==> src/rtl/tbird_light_seq.sv <==
// Thunderbird tail-light sequencer: switch requests become left/right/hazard lamp
// sequences stepped on a prescaled tick, optionally latched to the display on frame_start.
module tbird_light_seq #(
    parameter int unsigned TICK_DIV     = 12_500_000,
    parameter bit          DISPLAY_SYNC = 1'b1
) (
    input  logic       clk,
    input  logic       reset_n,
    input  logic       left,
    input  logic       right,
    input  logic       hazard,
    input  logic       frame_start,
    output logic [5:0] LEDs,
    output logic       tick,
    output logic       busy
);
    // state  | meaning
    // IDLE   | all lamps dark, waiting for a request
    // L1..L3 | left sequence, 1..3 lamps lit outward
    // R1..R3 | right sequence, 1..3 lamps lit outward
    // HZ_ON  | hazard flash, all lamps lit
    // HZ_OFF | hazard flash, all lamps dark
    typedef enum logic [3:0] {
        IDLE, L1, L2, L3, R1, R2, R3, HZ_ON, HZ_OFF
    } state_t;

    localparam int unsigned CW = (TICK_DIV > 1) ? $clog2(TICK_DIV) : 1;
    localparam logic [CW-1:0] CNT_LAST = CW'(TICK_DIV - 1);

    state_t        state_q, state_d;
    logic [CW-1:0] cnt_q, cnt_d;
    logic [2:0]    sync1_q, sync2_q;
    logic [5:0]    pending_q, pending_d;
    logic [5:0]    leds_q, leds_d;
    logic          haz, lft, rgt;

    always_ff @(posedge clk or negedge reset_n) begin
        if (!reset_n) begin
            state_q   <= IDLE;
            cnt_q     <= '0;
            sync1_q   <= '0;
            sync2_q   <= '0;
            pending_q <= '0;
            leds_q    <= '0;
        end else begin
            state_q   <= state_d;
            cnt_q     <= cnt_d;
            sync1_q   <= {hazard, left, right};
            sync2_q   <= sync1_q;
            pending_q <= pending_d;
            leds_q    <= leds_d;
        end
    end

    assign tick  = (cnt_q == CNT_LAST);
    assign cnt_d = tick ? '0 : cnt_q + CW'(1);

    // Both switches together are treated as a hazard request.
    assign haz = sync2_q[2] | (sync2_q[1] & sync2_q[0]);
    assign lft = sync2_q[1] & ~haz;
    assign rgt = sync2_q[0] & ~haz;

    always_comb begin
        state_d = state_q;
        if (tick) begin
            unique case (state_q)
                IDLE:   state_d = haz ? HZ_ON : lft ? L1 : rgt ? R1 : IDLE;
                L1:     state_d = haz ? HZ_ON : lft ? L2 : IDLE;
                L2:     state_d = haz ? HZ_ON : lft ? L3 : IDLE;
                L3:     state_d = haz ? HZ_ON : IDLE;
                R1:     state_d = haz ? HZ_ON : rgt ? R2 : IDLE;
                R2:     state_d = haz ? HZ_ON : rgt ? R3 : IDLE;
                R3:     state_d = haz ? HZ_ON : IDLE;
                HZ_ON:  state_d = HZ_OFF;
                HZ_OFF: state_d = haz ? HZ_ON : IDLE;
                default: state_d = IDLE;
            endcase
        end
    end

    always_comb begin
        pending_d = 6'b000000;
        unique case (state_q)
            L1:      pending_d = 6'b001000;
            L2:      pending_d = 6'b011000;
            L3:      pending_d = 6'b111000;
            R1:      pending_d = 6'b000100;
            R2:      pending_d = 6'b000110;
            R3:      pending_d = 6'b000111;
            HZ_ON:   pending_d = 6'b111111;
            default: pending_d = 6'b000000;
        endcase
    end

    // A step landing with frame_start loads the old pending; the new one waits a frame.
    always_comb begin
        leds_d = leds_q;
        if (!DISPLAY_SYNC || frame_start) leds_d = pending_q;
    end

    assign LEDs = leds_q;
    assign busy = (state_q != IDLE);

endmodule
==> config.mk <==
export PLATFORM = sky130hd
export DESIGN_NAME = tbird_light_seq
export DESIGN_NICKNAME = d
export VERILOG_FILES = /design/src/rtl/tbird_light_seq.sv
export SDC_FILE = /design/constraint.sdc
export NUM_CORES = 1
export LEC_CHECK = 0
export CORE_AREA = 2 2 68 70
export DETAILED_ROUTE_END_ITERATION = 10
export DIE_AREA = 0 0 70 72
export PLACE_DENSITY = 0.71
export SLEW_MARGIN = 20
export SYNTH_ARGS = -nofsm -noshare
export SYNTH_HDL_FRONTEND = slang
export SYNTH_SLANG_ARGS = --single-unit
==> constraint.sdc <==
create_clock -name clk -period 2.6 [get_ports clk]
set_clock_uncertainty 0.05 [all_clocks]
set_input_delay 0.39 -clock clk [delete_from_list [all_inputs] [get_ports clk]]
set_output_delay 0.39 -clock clk [all_outputs]
set_load 0.05 [all_outputs]
==> flow_summary.json <==
{
  "multiInputGateArea_sq_um": 847.1,
  "root_buffer": "clkbuf_8",
  "hpwlAfterDp_mm": 2.251,
  "viasPerCell": 5.279,
  "io_buffers": 13,
  "synthCells": 190,
  "ys_types": 42,
  "antenna_found_initial": 0,
  "grt_pass1_vias": 1275,
  "netlist_top_cells_area": "dfrtp_1, xor2_1, nor2_1",
  "htree_levels": 2,
  "setup_tns_ps": 0,
  "ios": 14,
  "postCtsHoldBufs": 1,
  "route.detailed.drc": 0,
  "synth_area_per_cell_sq_um": 10.89,
  "ant_nets": 0,
  "min_from": "sync1_q[1]$_DFF_PN0_",
  "critPathMaxStageDelay_ps": 470,
  "track_usage_pct": 14.73,
  "vdd_drop_max_uv": 313.7,
  "fin_crit_ps": 2320,
  "vias": 1362,
  "critPathTopFamily": "simple AND/OR/NAND/NOR gates",
  "cts_buffers": 5,
  "cts_setup_buffers": 0,
  "start_util_pct": 48.53,
  "fill_cells": 381,
  "yosysWarnings": 0,
  "grt_overflow": 0,
  "die_w_um": 70,
  "cts.sinks": 46,
  "grt_max_degree": 33,
  "synthToLayoutAreaGrowth_pct": 13.30,
  "final-hold-violation-count": 0,
  "syn-cell-area_sq_um": 2069,
  "stdcell_area_sq_um": 2345,
  "syn_nets": 197,
  "ys_seq_area_share_pct": 55.62,
  "rows": 24,
  "crit_path_top_delay_cell": "and4b_1",
  "regToRegSetupSlack_ps": 540,
  "drive_above_1_share_pct": 11.17,
  "fp.dieH_um": 72,
  "worst_ep_arrival_time_ps": 1880,
  "max_freq_mhz": 431.0,
  "outcome": "completed",
  "path_clk_slew_ps": 80,
  "rr_startpoint": "cnt_q[0]$_DFF_PN0_",
  "path_cells": "ha_1 > nand4_1 > nor2_1 > and4b_1 > buf_12",
  "r2r_cells": 7,
  "ys_ff_latch": 46,
  "gp_congestion": 0.8625,
  "dr.first_iter.drc_count": 122,
  "synth_top_area_share_pct": 55.62,
  "r2r-end": "state_q[1]$_DFFE_PN0P_",
  "startpoint_type": "register",
  "worstSkewPairLatency_ps": 290,
  "power.density_nw_per_um2": 508.7,
  "n_antenna_cell": 0,
  "hold_depth": 0,
  "min_to": "sync2_q[1]$_DFF_PN0_",
  "maxSlewViolCount": 0,
  "seqCellArea_sq_um": 1151,
  "final_nets": 212,
  "place_area_sq_um": 2243,
  "p_leak_nw": 1.073,
  "cts_resized": 0,
  "path_buf_inv": 1,
  "cp_max_fo": 10,
  "period_share_pct": 89.24,
  "cts_tree": "yes",
  "clk_path_buf_depth": 2,
  "synth_area_leader_cell": "dfrtp_1",
  "setup_violations": 0,
  "wl_mm": 3.224,
  "finalCoreUtilization_pct": 54.99,
  "drt_pass1_iterations": 4,
  "crit_required_ps": 2160,
  "rsz0062_at_grt": "no",
  "crit_type": "reg2out",
  "fp.coreArea_sq_um": 4264,
  "grt_pass1_wl_mm": 5.871,
  "relSlewSlack_pct": 66.88,
  "endpoint_kind": "output pin",
  "maxCapViolCount": 0,
  "hold_class": "reg2reg",
  "wl_per_cell_um": 12.50,
  "die_area_sq_um": 5040,
  "worstMarginPinSlew_ps": 495.3
}
[worst max path at each step]
stage / endpoint / from / cells after the start
floorplan: tick / cnt_q[0]$_DFF_PN0_ / 6
global placement: state_q[1]$_DFFE_PN0P_ / cnt_q[0]$_DFF_PN0_ / 7
detailed placement: state_q[1]$_DFFE_PN0P_ / cnt_q[0]$_DFF_PN0_ / 7
CTS: tick / cnt_q[0]$_DFF_PN0_ / 5
global route: tick / cnt_q[0]$_DFF_PN0_ / 5
finish: tick / cnt_q[0]$_DFF_PN0_ / 5
[cell usage in the layout (no fill, tap or decap), drive strengths merged, types with 5 or more instances in the layout]
master,n
clkdlybuf4s50,11
nor2,23
inv,6
nand4,10
xnor2,6
buf,5
mux2,6
dfrtp,46
clkbuf,7
nor3,7
xor2,12
nand2,10
o21ai,10
nand3,10
[state kept, by name (all words and copies together) (netlist names)]
| name | cells |
|---|---|
| LEDs | 6 |
| cnt_q | 24 |
| pending_q | 6 |
| state_q | 4 |
| sync1_q | 3 |
| sync2_q | 3 |
[where the power goes]
| part | switching [mW] | internal, mW | total [mW] |
|---|---|---|---|
| logic | 0.0194 | 0.0127 | 0.0322 |
| clock network | 0.224 | 0.214 | 0.438 |
| registers | 0.00303 | 0.719 | 0.722 |
| total | 0.246 | 0.946 | 1.19 |
[synthesized netlist by cell type, drive strengths merged]
cell      n
nor4b     2
nand3b    3
a221o     1
a21oi     4
a2111oi   1
nand3    10
a22oi     1
nand4    10
nor3      7
a32o      1
nand2b    3
dfrtp    46
buf       4
a31oi     3
xnor2     6
o22ai     1
nor2     23
xor2     12
inv       6
mux2i     2
o21ai    10
nand2    10
nor4      2
o211ai    1
and3      3
ha        1
and2      1
mux2      6
nor2b     2
a21boi    1
clkbuf    5
and4      1
and4b     1
[per-layer routing]
metal / GRT usage (%) / wire length (um) / vias up
li1: - / - / 692
met1: 20.79 / 1687 / 646
met3: 3.333 / 83 / 5
met5: 0 / 0 / -
met2: 21.48 / 1386 / 19
met4: 7.692 / 65 / 0
[kinds of logic after synthesis]
family / after synthesis / share of synthesized area, %
AOI/OAI and AO/OA: 24 / 7.075
buffers and inverters: 15 / 3.446
muxes: 8 / 4.232
and+or+nand+nor: 78 / 21.40
xor gates and xnor gates: 18 / 7.618
DFF: 46 / 55.62
adders and majority gates: 1 / 0.6045
[area by class of cell]
| type | count | share of cell area (%) |
|---|---|---|
| clock buffers | 7 | 3.682 |
| repair buffers | 17 | 7.150 |
| clock inverters | 1 | 0.2134 |
| flip-flops and latches | 46 | 49.09 |
| well taps | 52 | 2.775 |
| inverters | 6 | 0.9605 |
| multi-input cells | 129 | 36.13 |
[per-stage QoR]
step | worst slack, ps | hold WS (ps) | power, mW | instances
after floorplan | 697.9 | 44.41 | 0.7455 | 190
after global placement | 566.6 | 251.5 | 0.7690 | 249
after detailed placement | 513.5 | 251.3 | 0.7692 | 249
after CTS | 231.6 | 304.8 | 1.211 | 258
after global routing | 84.53 | 321.3 | 1.249 | 258
final | 279.7 | 300.9 | 1.193 | 258
(Power assumes the default switching activity.)
